[config.mk]
export PLATFORM = sky130hd
export DESIGN_NAME = reg_flag_file_flat
export DESIGN_NICKNAME = d
export VERILOG_FILES = /design/src/rtl/reg_flag_file_if.sv /design/src/rtl/reg_flag_file.sv /design/src/flat_wrapper.sv
export SDC_FILE = /design/constraint.sdc
export NUM_CORES = 1
export LEC_CHECK = 0
export ABC_AREA = 1
export BUFFER_PORTS_ARGS = -buffer_cell sky130_fd_sc_hd__buf_2
export CORE_MARGIN = 4
export CORE_UTILIZATION = 24
export CTS_BUF_LIST = sky130_fd_sc_hd__clkbuf_16
export CTS_CLUSTER_DIAMETER = 120
export DETAILED_ROUTE_END_ITERATION = 16
export PLACE_DENSITY = 0.42
export SKIP_CTS_REPAIR_TIMING = 1
export SYNTH_ARGS = -nofsm -noshare
export SYNTH_HDL_FRONTEND = slang
export SYNTH_SLANG_ARGS = --single-unit
export TNS_END_PERCENT = 5
[constraint.sdc]
create_clock -name clk -period 1.2 [get_ports clk]
set_clock_uncertainty 0.1 [all_clocks]
set_input_delay 0.06 -clock clk [delete_from_list [all_inputs] [get_ports clk]]
set_output_delay 0.06 -clock clk [all_outputs]
set_load 0.01 [all_outputs]
[src/rtl/reg_flag_file_if.sv]
// Register-file / flag bus: two read ports, one write port, flag update and branch decode.
interface reg_flag_file_if;
    logic [3:0]  src1_sel;
    logic [3:0]  src2_sel;
    logic [3:0]  dst_sel;
    logic        wr_en;
    logic [15:0] dst_data;
    logic [15:0] src1_data;
    logic [15:0] src2_data;
    logic        flag_we;
    logic [2:0]  flag_next;
    logic [2:0]  flags;
    logic [2:0]  cond;
    logic        br_taken;

    modport master (
        output src1_sel, src2_sel, dst_sel, wr_en, dst_data, flag_we, flag_next, cond,
        input  src1_data, src2_data, flags, br_taken
    );
    modport slave (
        input  src1_sel, src2_sel, dst_sel, wr_en, dst_data, flag_we, flag_next, cond,
        output src1_data, src2_data, flags, br_taken
    );
endinterface

[src/rtl/reg_flag_file.sv]
// 16x16 register file with R0 hardwired to zero, optional write-through forwarding,
// a 3-bit NVZ flag register and branch-condition decode.
module reg_flag_rd_port #(
    parameter bit BYPASS   = 1'b1,
    parameter int VEC_W    = 16,
    parameter int NUM_REGS = 16
) (
    input  logic [NUM_REGS-1:0][VEC_W-1:0] regs,
    input  logic [3:0]                     sel,
    input  logic [3:0]                     dst_sel,
    input  logic                           wr_en,
    input  logic [VEC_W-1:0]               dst_data,
    output logic [VEC_W-1:0]               data
);
    logic fwd;

    // Forwarding never fires for R0, so a discarded R0 write cannot leak out.
    assign fwd  = BYPASS && wr_en && (dst_sel != 4'd0) && (dst_sel == sel);
    assign data = fwd ? dst_data : ((sel == 4'd0) ? '0 : regs[sel]);
endmodule

module reg_flag_file #(
    parameter bit BYPASS = 1'b1
) (
    input logic         clk,
    input logic         rst_n,
    reg_flag_file_if.slave bus
);
    localparam int NUM_RD   = 2;
    localparam int VEC_W    = 16;
    localparam int NUM_REGS = 16;

    logic [NUM_REGS-1:0][VEC_W-1:0] regs;
    logic [2:0]                     flags_q;
    logic [NUM_RD-1:0][3:0]         rd_sel;
    logic [NUM_RD-1:0][VEC_W-1:0]   rd_data;

    assign rd_sel        = {bus.src2_sel, bus.src1_sel};
    assign bus.src1_data = rd_data[0];
    assign bus.src2_data = rd_data[1];
    assign bus.flags     = flags_q;

    genvar g;
    generate
        for (g = 0; g < NUM_RD; g++) begin : g_rd
            reg_flag_rd_port #(.BYPASS(BYPASS), .VEC_W(VEC_W), .NUM_REGS(NUM_REGS)) u_rd (
                .regs     (regs),
                .sel      (rd_sel[g]),
                .dst_sel  (bus.dst_sel),
                .wr_en    (bus.wr_en),
                .dst_data (bus.dst_data),
                .data     (rd_data[g])
            );
        end
    endgenerate

    always_ff @(posedge clk or negedge rst_n) begin
        if (!rst_n) begin
            regs    <= '0;
            flags_q <= 3'b000;
        end else begin
            if (bus.wr_en && (bus.dst_sel != 4'd0))
                regs[bus.dst_sel] <= bus.dst_data;
            if (bus.flag_we)
                flags_q <= bus.flag_next;
        end
    end

    // flags_q = {Z, V, N}
    always_comb begin
        bus.br_taken = 1'b0;
        case (bus.cond)
            3'b000: bus.br_taken = ~flags_q[2];
            3'b001: bus.br_taken =  flags_q[2];
            3'b010: bus.br_taken = ~flags_q[2] & ~flags_q[0];
            3'b011: bus.br_taken =  flags_q[0];
            3'b100: bus.br_taken =  flags_q[2] | ~flags_q[0];
            3'b101: bus.br_taken =  flags_q[0] |  flags_q[2];
            3'b110: bus.br_taken =  flags_q[1];
            default: bus.br_taken = 1'b1;
        endcase
    end
endmodule

[src/flat_wrapper.sv]
// flat-port wrapper written by rule: the top's interface ports become plain ports
module reg_flag_file_flat 
#(
    parameter bit BYPASS = 1'b1
)
  (clk, rst_n, bus_src1_sel, bus_src2_sel, bus_dst_sel, bus_wr_en, bus_dst_data, bus_flag_we, bus_flag_next, bus_cond, bus_src1_data, bus_src2_data, bus_flags, bus_br_taken);
  reg_flag_file_if bus_i ();
  input logic clk;
  input logic rst_n;
  input wire logic [$bits(bus_i.src1_sel)-1:0] bus_src1_sel;
  input wire logic [$bits(bus_i.src2_sel)-1:0] bus_src2_sel;
  input wire logic [$bits(bus_i.dst_sel)-1:0] bus_dst_sel;
  input wire logic [$bits(bus_i.wr_en)-1:0] bus_wr_en;
  input wire logic [$bits(bus_i.dst_data)-1:0] bus_dst_data;
  input wire logic [$bits(bus_i.flag_we)-1:0] bus_flag_we;
  input wire logic [$bits(bus_i.flag_next)-1:0] bus_flag_next;
  input wire logic [$bits(bus_i.cond)-1:0] bus_cond;
  output wire logic [$bits(bus_i.src1_data)-1:0] bus_src1_data;
  output wire logic [$bits(bus_i.src2_data)-1:0] bus_src2_data;
  output wire logic [$bits(bus_i.flags)-1:0] bus_flags;
  output wire logic [$bits(bus_i.br_taken)-1:0] bus_br_taken;
  assign bus_i.src1_sel = bus_src1_sel;
  assign bus_i.src2_sel = bus_src2_sel;
  assign bus_i.dst_sel = bus_dst_sel;
  assign bus_i.wr_en = bus_wr_en;
  assign bus_i.dst_data = bus_dst_data;
  assign bus_i.flag_we = bus_flag_we;
  assign bus_i.flag_next = bus_flag_next;
  assign bus_i.cond = bus_cond;
  assign bus_src1_data = bus_i.src1_data;
  assign bus_src2_data = bus_i.src2_data;
  assign bus_flags = bus_i.flags;
  assign bus_br_taken = bus_i.br_taken;
  reg_flag_file #(.BYPASS(BYPASS)) u_core (.clk(clk), .rst_n(rst_n), .bus(bus_i));
endmodule
==> results.md, run 1 <==
- Nets@finish: 2652
- Synthesis-to-layout area growth: 29.3%
- Flop pwr share: 0.383
- Synthesized Nets: 2499
- Post-Layout Inst Area: 20400 um^2
- I/O pin count: 74
- Switching power: 10.1 mW
- Vias per cell: 4.68
- RD Place Congestion: 0.865
- Root buffer cell: clkbuf_16
- Post-layout worst setup margin: -0.725 ns
- DIE AREA: 69800 um^2
- # Max-Cap Violations: 0
- Sequential share of the synthesized area: 0.411
- Starting density of the core: 0.243
- Largest net degree at the start of global routing: 61
- Final hold viol count: 8
- Clock transition at path regs: 0.05 ns
- Die Ht: 264 um
- Final wirelength: 66.8 mm
- Filler cell count: 7147
- Syn Inst Count: 2461
- HPWL Detailed: 44.5 mm
- Hold WC Path Type: in -> reg
- CP endpoint kind: output port
- Switching Share: 0.340
- Combinational fraction of design power: 0.277
- Maximum VDD drop: 0.578 mV
- Cell area after placement: 18600 um^2
- DRT Pass-1 Iters: 6
- Dominant cells by area after synthesis: dfrtp_1 (41%), nand2_1 (25%), nand3_1 (11%)
- Tcrit/Tclk final: 1.60
- Power Internal: 19.6 mW
- Slew headroom: 0.434
- Detail Route Antenna Nets: 0
- First-pass GRT wire length: 98.8 mm
- Worst EP required: 1.04 ns
- R2r setup slk: 0.28 ns
- Non-Filler Instances: 3494
- PD cells: 1460 nW/um^2
- Layout cells sized above 1: 0.192
- Actual slew at the worst max-slew pin: 0.846 ns
- # clock sinks: 259
- Synthesized area: 15800 um^2
- Detailed-route DRC error count: 0
- Violated checks: hold timing, setup timing
- Placed cells: 3400
- Clock buffer depth: 3
- Vias in the first global route: 15800
- Crit Path Max Fanout: 2
- Synth area leader: dfrtp_1
- Kind of critical path: reg -> out
- Outcome: finished, violations left
- Area fraction of the dominant cell type after synthesis: 0.411
- F_max: 519 MHz
- DR iter-0 viols: 1505
- Clock buffer count from CTS: 34
- Arr. time, crit path: 1.77 ns
- Initial antenna violation count: 3
- # setup viols final: 50
- Tmin final: 1.93 ns
- Wire per inst: 19.1 um
- Tot Pwr: 29.7 mW
- GR Overflow Total: 0
- FP Rows: 93
- Pleak: 10.7 nW
- Synth Area per Inst: 6.40 um^2
- Clk Latency, worst-skew pair: 0.53 ns
- Netlist cell types: 27
- Number of synthesized register bits: 259
- Yosys Warn Count: 0
- Setup_tns: -25.84 ns
- CTS tree: yes
- Worst Setup Start Kind: flop
- Final core utilization: 0.315
- Core ar.: 64700 um^2
- Max-slew violation count: 0
- Clk pwr share: 0.339
- Most frequent cells in the layout: nand2_1 (1010), nand3_1 (340), dfrtp_1 (259), o21ai_0 (234), inv_1 (228)
- RSZ-0062 raised after global routing: true
- Die W: 264 um
- Most common cell after layout, fill and taps aside: nand2_1
- Final Hold Slack: -0.0167 ns
- IO buf count: 73
- DR vias: 16300
- # H-tree levels: 2
- Gr usage total: 0.184
## cell usage after synthesis (all sizes together)
library cell and n:
nand3 358, o21ai 244, and2 1, dfrtp 259
mux2 2, clkbuf 83, or2 1, xnor2 2
o221ai 1, nor3 4, inv 320, nor2 15
xor2 3, a21oi 3, buf 100, nor4 1
nand2 1064
## flip-flops by register name (all words and copies together) (netlist names)
register and cells:
u_core.bus.flags 3, u_core.regs 256
## final cells by class
| type | count | area (um^2) | share of cell area |
|---|---|---|---|
| Clock inverter | 25 | 191 | 0.00940 |
| Clock buffer | 35 | 876 | 0.0430 |
| Timing Repair Buffer | 300 | 3030 | 0.149 |
| Inverter | 320 | 1210 | 0.0592 |
| Antenna cell | 1 | 2.50 | 0.000123 |
| Sequential cell | 259 | 6480 | 0.318 |
| Multi-Input combinational cell | 1699 | 7510 | 0.369 |
| Tap cell | 855 | 1070 | 0.0525 |
## per-layer routing
layer | up-vias | wire [um] | share of wire | GRT usage
li1 | 7886 | - | - | -
met4 | 4 | 1640 | 0.025 | 0.0468
met1 | 7771 | 31900 | 0.48 | 0.270
met3 | 100 | 4380 | 0.065 | 0.0283
met5 | - | 21 | 0.00031 | 0
met2 | 578 | 28800 | 0.43 | 0.282
## worst max-delay path, cell delays in order (launching register included)
cell	delay [ns]
dfrtp_1	0.39
inv_2	0.06
nand2_1	0.05
nand3_1	0.08
nand2_1	0.06
nand2_2	0.08
nand2_1	0.09
inv_1	0.08
nand2_2	0.07
nand2_2	0.06
nand2_2	0.09
buf_6	0.13
## power groups by stage
stage	combinational [mW]	sequential [mW]	clock (mW)
3_3_place_gp	7.62	11.4	0
6_report	8.23	11.4	10.1
5_1_grt	9.34	11.6	10.7
3_5_place_dp	7.71	11.4	0
4_1_cts	7.74	11.3	10.4
2_1_floorplan	4.74	11.2	0
## cells by family after synthesis
family,synth area share
multiplexers,0.00143
XOR/XNOR,0.00278
buffers and inverters,0.129
flip-flops,0.411
AO/OA/AOI/OAI,0.0793
AND/OR/NAND/NOR,0.376
## metrics by stage
stage / setup WS (ns) / hold slack, ns
floorplan: -0.00487 / -0.336
global placement: -0.488 / -0.173
detailed placement: -0.496 / -0.176
CTS: -0.861 / -0.772
global route: -0.838 / 0.00148
finish: -0.725 / -0.0167
## path summary, 6_finish.rpt
kind	startpoint	endpoint	cells after the start
max	u_core.regs[30]	bus_src2_data[14]	11
min	bus_dst_data[15]	u_core.regs[239]	3
max reg2reg	u_core.regs[222]	u_core.regs[222]	4
min reg2reg	u_core.regs[5]	u_core.regs[5]	0
max in group asynchronous	rst_n	u_core.regs[120]	3
min in group asynchronous	rst_n	u_core.regs[132]	3
(Power assumes the default switching activity.)
==> run 2, diff against run 1 <==
Settings changed: MAX_ROUTING_LAYER from default to met4.
==> run 2 against run 1 <==
- the flow still finishes with violations (hold timing, setup timing)
- register-to-register slack about the same
- core utilization about the same
- count of clock-buffer cells in the layout unchanged
- fmax down 0.70%
- largest cell class unchanged
- highest routed layer is now met4
==> results.md, run 2 (synthesis gave the netlist of run 1 again) <==
- F_max: 516 MHz (-0.70%)
- First-pass GRT wire length: 98.9 mm (about the same)
- Non-Filler Instances: 3495 (+0.029%)
- Placed cells: 3400 (unchanged)
- # setup viols final: 50 (unchanged)
- Slew headroom: 0.426 (-0.00847)
- Combinational fraction of design power: 0.277 (about the same)
- # H-tree levels: 2 (unchanged)
- Kind of critical path: reg -> out
- End point of the critical path: bus_src2_data[14]
- Actual slew at the worst max-slew pin: 0.859 ns (+0.0127 ns)
- Vias in the first global route: 15800 (+0.032%)
- Post-layout worst setup margin: -0.739 ns (-0.0135 ns)
- RD Place Congestion: 0.879 (+1.6%)
- Die W: 264 um (unchanged)
- Clock buffer count from CTS: 34 (unchanged)
- Multi-input logic area: 7510 um^2 (about the same)
- Gr usage total: 0.189 (+0.00541)
- Post-Layout Inst Area: 20400 um^2 (about the same)
- Reg2reg start: u_core.regs[222]
- Synthesis-to-layout area growth: 29.3% (about the same)
- PD cells: 1460 nW/um^2 (about the same)
- Switching power: 10.1 mW (+0.22%)
- Final wirelength: 66.9 mm (about the same)
- Tcrit/Tclk final: 1.62 (+0.0113)
- Outcome: finished, violations left
- Tmin final: 1.94 ns (+0.0135 ns)
- Max FFs per register: 256 (unchanged)
- Final Hold Slack: -0.0154 ns (+0.00128 ns)
- GR Overflow Total: 0 (unchanged)
- Wire per inst: 19.1 um (about the same)
- Power Internal: 19.6 mW (about the same)
- Nets@finish: 2651 (-0.038%)
- Root buffer cell: clkbuf_16
- Depth of the most critical reg-to-reg path: 4 (unchanged)
- Crit Reg-Reg Endpoint: u_core.regs[222]
- DR vias: 16300 (-0.080%)
- FF+latch area: 6480 um^2 (unchanged)
- CTS tree: yes
- Arr. time, crit path: 1.78 ns (about the same)
- Violated checks: hold timing, setup timing
- Filler cell count: 7151 (+0.056%)
- Detail Route Antenna Nets: 0 (unchanged)
- DIE AREA: 69800 um^2 (unchanged)
- DR iter-0 viols: 1435 (-4.7%)
- Clk Latency, worst-skew pair: 0.53 ns (about the same)
- Initial antenna violation count: 3 (unchanged)
- Starting density of the core: 0.243 (unchanged)
- Vias per cell: 4.67 (-0.11%)
- Largest Register: u_core.regs
- Die Ht: 264 um (unchanged)
- FP Rows: 93 (unchanged)
- Worst Setup Start Kind: flop
- Switching Share: 0.341 (+0.000598)
- Most common cell after layout, fill and taps aside: nand2_1
- Detailed-route DRC error count: 0 (unchanged)
- I/O pin count: 74 (unchanged)
- Largest net degree at the start of global routing: 61 (unchanged)
- Most frequent cells in the layout: nand2_1 (1010), nand3_1 (339), dfrtp_1 (259), o21ai_0 (234), inv_1 (229)
- IO buf count: 73 (unchanged)
- Clk pwr share: 0.340 (about the same)
- Flop pwr share: 0.383 (about the same)
- Layout cells sized above 1: 0.192 (-0.000306)
- Core ar.: 64700 um^2 (unchanged)
- Cell area after placement: 18600 um^2 (unchanged)
- Final hold viol count: 8 (unchanged)
- # clock sinks: 259 (unchanged)
- Clock transition at path regs: 0.06 ns (about the same)
- Worst EP required: 1.04 ns (about the same)
- CP startpoint: u_core.regs[142]
- Hold WC Path Type: in -> reg
- R2r setup slk: 0.29 ns (about the same)
- HPWL Detailed: 44.5 mm (unchanged)
- CP endpoint kind: output port
- Tot Pwr: 29.7 mW (about the same)
- Maximum VDD drop: 0.578 mV (about the same)
- Crit Path Max Fanout: 2 (unchanged)
- Clock buffer depth: 3 (unchanged)
- DRT Pass-1 Iters: 7 (+1)
- # Max-Cap Violations: 0 (unchanged)
- RSZ-0062 raised after global routing: true
- Max-slew violation count: 0 (unchanged)
- Pleak: 10.7 nW (about the same)
run 2: cell types whose count changed in the layout (fill, tap and decap cells not counted), sizes merged:
cell,delta
diode,+2
buf,-1
run 2: metal layers:
metal	GRT usage	vias to the layer above	routed length, um	share of wire
li1	-	7875	-	-
met1	0.271	7796	32100	0.48
met2	0.282	559	28800	0.43
met3	0.0277	96	4330	0.065
met4	0.0478	0	1610	0.024
met5	-	-	0	0
run 2: cell type report:
class / count / share of cell area
Antenna cell: 3 / 0.000369
Inverter: 320 / 0.0592
Multi-Input combinational cell: 1699 / 0.369
Clock inverter: 25 / 0.00940
Timing Repair Buffer: 299 / 0.149
Clock buffer: 35 / 0.0430
Tap cell: 855 / 0.0525
Sequential cell: 259 / 0.318
run 2: worst min path at each step:
stage | startpoint | to | slack [ns] | cells past startpoint
after global routing | bus_dst_data[4] | u_core.regs[180] | 0.002 | 4
after detailed placement | rst_n | u_core.regs[228] | -0.18 | 1
after floorplan | rst_n | u_core.bus.flags[0] | -0.34 | 0
after global placement | rst_n | u_core.regs[217] | -0.17 | 1
after CTS | rst_n | u_core.regs[196] | -0.77 | 1
final | bus_dst_data[4] | u_core.regs[164] | -0.02 | 4
run 2: metrics by stage:
stage	worst slack [ns]	utilization	setup TNS [ns]
CTS	-0.861	0.305	-24.98
detailed placement	-0.496	0.288	-56.72
floorplan	-0.00487	-	-0.0150
global placement	-0.488	0.288	-53.14
global route	-0.838	0.315	-32.10
finish	-0.739	0.315	-26.03
run 2: power by group through the flow:
stage / clock network (mW) / logic, mW / registers (mW)
floorplan: 0 / 4.74 / 11.2
global placement: 0 / 7.62 / 11.4
detailed placement: 0 / 7.71 / 11.4
CTS: 10.4 / 7.74 / 11.3
global route: 10.7 / 9.33 / 11.6
finish: 10.1 / 8.22 / 11.4
run 2: worst max-delay path: stages, from the launching register on:
cell and delay (ns):
dfrtp_1 0.37, inv_2 0.05, buf_4 0.12, nand2_1 0.05
nand3_1 0.07, nand3_1 0.08, nand3_1 0.09, nand2_2 0.12
nand2_2 0.05, nand2_2 0.11, buf_6 0.12
==> run 3, diff against run 2 <==
Settings changed: CORE_MARGIN 4 to default.
==> run 3 against run 2 <==
- cell area increased by 0.13%
- sequential share of layout area barely moved
- register-to-register slack worse by 0.08 ns
- largest cell class unchanged
- critical path depth grew 1
- count of clock-buffer cells in the layout increased by 2
- core utilization about the same
- combinational power about the same
- first-iteration DRC count is 2.5% lower
- the run still ends with hold timing, setup timing left
- final cell count is 0.14% lower
- setup slack improved by 0.015 ns
- wire length decreased by 0.53%
==> results.md, run 3 (synthesis gave the netlist of run 1 again) <==
- Layout cells sized above 1: 0.197 (+0.00591)
- PD cells: 1440 nW/um^2 (-1.2%)
- Die W: 258 um (-2.3%)
- Actual slew at the worst max-slew pin: 0.554 ns (-0.304 ns)
- Most common cell after layout, fill and taps aside: nand2_1
- # setup viols final: 36 (-28%)
- Initial antenna violation count: 1 (-2)
- CP endpoint kind: output port
- Detail Route Antenna Nets: 0 (unchanged)
- # clock sinks: 259 (unchanged)
- Slew headroom: 0.629 (+0.204)
- Gr usage total: 0.203 (+0.0136)
- I/O pin count: 74 (unchanged)
- Clock buffer count from CTS: 34 (unchanged)
- Clk Latency, worst-skew pair: 0.55 ns (+0.02 ns)
- IO buf count: 73 (unchanged)
- Crit Path Max Fanout: 2 (unchanged)
- F_max: 520 MHz (+0.80%)
- Final hold viol count: 10 (+2)
- Max-slew violation count: 0 (unchanged)
- Vias per cell: 4.66 (-0.27%)
- Max FFs per register: 256 (unchanged)
- Kind of critical path: reg -> out
- RSZ-0062 raised after global routing: true
- CTS tree: yes
- First-pass GRT wire length: 99.0 mm (+0.10%)
- HP Start: bus_dst_data[7]
- Root buffer cell: clkbuf_16
- Maximum VDD drop: 0.720 mV (+25%)
- Worst Setup Start Kind: flop
- Largest Register: u_core.regs
- DIE AREA: 66700 um^2 (-4.5%)
- Most frequent cells in the layout: nand2_1 (997), nand3_1 (331), dfrtp_1 (259), o21ai_0 (234), inv_1 (224)
- DR iter-0 viols: 1399 (-2.5%)
- WHS Endpoint: u_core.regs[199]
- Hold WC Path Type: in -> reg
- Reg2reg start: u_core.regs[119]
- Pleak: 10.7 nW (about the same)
- Violated checks: hold timing, setup timing
- Crit Reg-Reg Endpoint: u_core.regs[119]
- Setup_tns: -22.33 ns (+3.71 ns)
- GR Overflow Total: 0 (unchanged)
- Outcome: finished, violations left
- Final wirelength: 66.5 mm (-0.53%)
- Core ar.: 64700 um^2 (unchanged)
- # H-tree levels: 2 (unchanged)
- RD Place Congestion: 0.888 (+0.99%)
- Starting density of the core: 0.243 (unchanged)
- Post-layout worst setup margin: -0.723 ns (+0.0154 ns)
- Tmin final: 1.92 ns (-0.0154 ns)
- Clock buffer depth: 3 (unchanged)
- Detailed-route DRC error count: 0 (unchanged)
- Tcrit/Tclk final: 1.60 (-0.0128)
- Final Hold Slack: -0.0219 ns (-0.00650 ns)
- Non-Filler Instances: 3490 (-0.14%)
- Worst EP required: 1.04 ns (about the same)
- Vias in the first global route: 15700 (-0.51%)
- # Max-Cap Violations: 0 (unchanged)
- Placed cells: 3395 (-0.15%)
- HPWL Detailed: 44.0 mm (-1.2%)
- Synthesis-to-layout area growth: 29.5%
- R2r setup slk: 0.21 ns (-0.08 ns)
- Largest net degree at the start of global routing: 69 (+13%)
- DR vias: 16300 (-0.41%)
- Depth of the most critical reg-to-reg path: 4 (unchanged)
- DRT Pass-1 Iters: 7 (unchanged)
- Die Ht: 258 um (-2.3%)
- Nets@finish: 2647 (-0.15%)
- Filler cell count: 7133 (-0.25%)
- FP Rows: 93 (unchanged)
- Clock transition at path regs: 0.06 ns (about the same)
- Wire per inst: 19.1 um (-0.39%)
- Arr. time, crit path: 1.76 ns (-0.02 ns)
- Worst Hold Depth: 4 (unchanged)
## run 3: power breakdown
group | internal [mW] | switching (mW) | total [mW]
Combinational | 3.20 | 5.01 | 8.21
Clock | 5.72 | 4.08 | 9.80
Sequential | 10.5 | 0.887 | 11.3
Total | 19.4 | 9.98 | 29.4
## run 3: worst max-delay path by stage
stage	startpoint	endpoint	slack (ns)	cells past startpoint
after detailed placement	bus_src1_sel[2]	bus_src1_data[13]	-0.57	9
after floorplan	bus_src1_sel[0]	bus_src1_data[10]	-0.005	7
after CTS	u_core.regs[65]	bus_src2_data[1]	-0.90	11
final	u_core.regs[38]	bus_src1_data[6]	-0.72	11
after global placement	bus_src1_sel[2]	bus_src1_data[13]	-0.56	9
after global routing	u_core.regs[36]	bus_src2_data[4]	-0.83	11
## run 3: per-layer routing
metal	part of all wire	GRT usage	vias up
met5	0	-	-
met4	0.025	0.0518	0
met3	0.063	0.0301	99
met2	0.43	0.310	551
met1	0.48	0.280	7747
li1	-	-	7862
## run 3: area by class of cell
| type | count | area, um^2 | area share |
|---|---|---|---|
| Antenna cell | 1 | 2.50 | 0.000123 |
| Clock buffer | 37 | 926 | 0.0454 |
| Clock inverter | 24 | 124 | 0.00607 |
| Inverter | 320 | 1210 | 0.0593 |
| Multi-Input combinational cell | 1699 | 7620 | 0.374 |
| Sequential cell | 259 | 6480 | 0.318 |
| Tap cell | 855 | 1070 | 0.0525 |
| Timing Repair Buffer | 295 | 2960 | 0.145 |
## run 3: worst max-delay path, stage by stage, from the launching register on
cell and delay, ns:
dfrtp_1 0.39, inv_2 0.06, nand2_1 0.05, nand3_1 0.08, nand2_1 0.07, nand2_1 0.09
nand2_1 0.06, inv_1 0.05, nand2_1 0.06, nand2_1 0.08, nand2_2 0.10, buf_6 0.14
## run 3: metrics by stage
stage	util	total power, mW	area (um^2)	hold WS, ns	setup slack, ns
floorplan	-	15.9	15800	-0.336	-0.00487
global placement	0.287	18.9	18600	-0.193	-0.560
detailed placement	0.287	19.0	18600	-0.193	-0.573
CTS	0.303	29.0	19600	-0.778	-0.898
global route	0.315	31.3	20400	0.00410	-0.833
finish	0.315	29.4	20400	-0.0219	-0.723
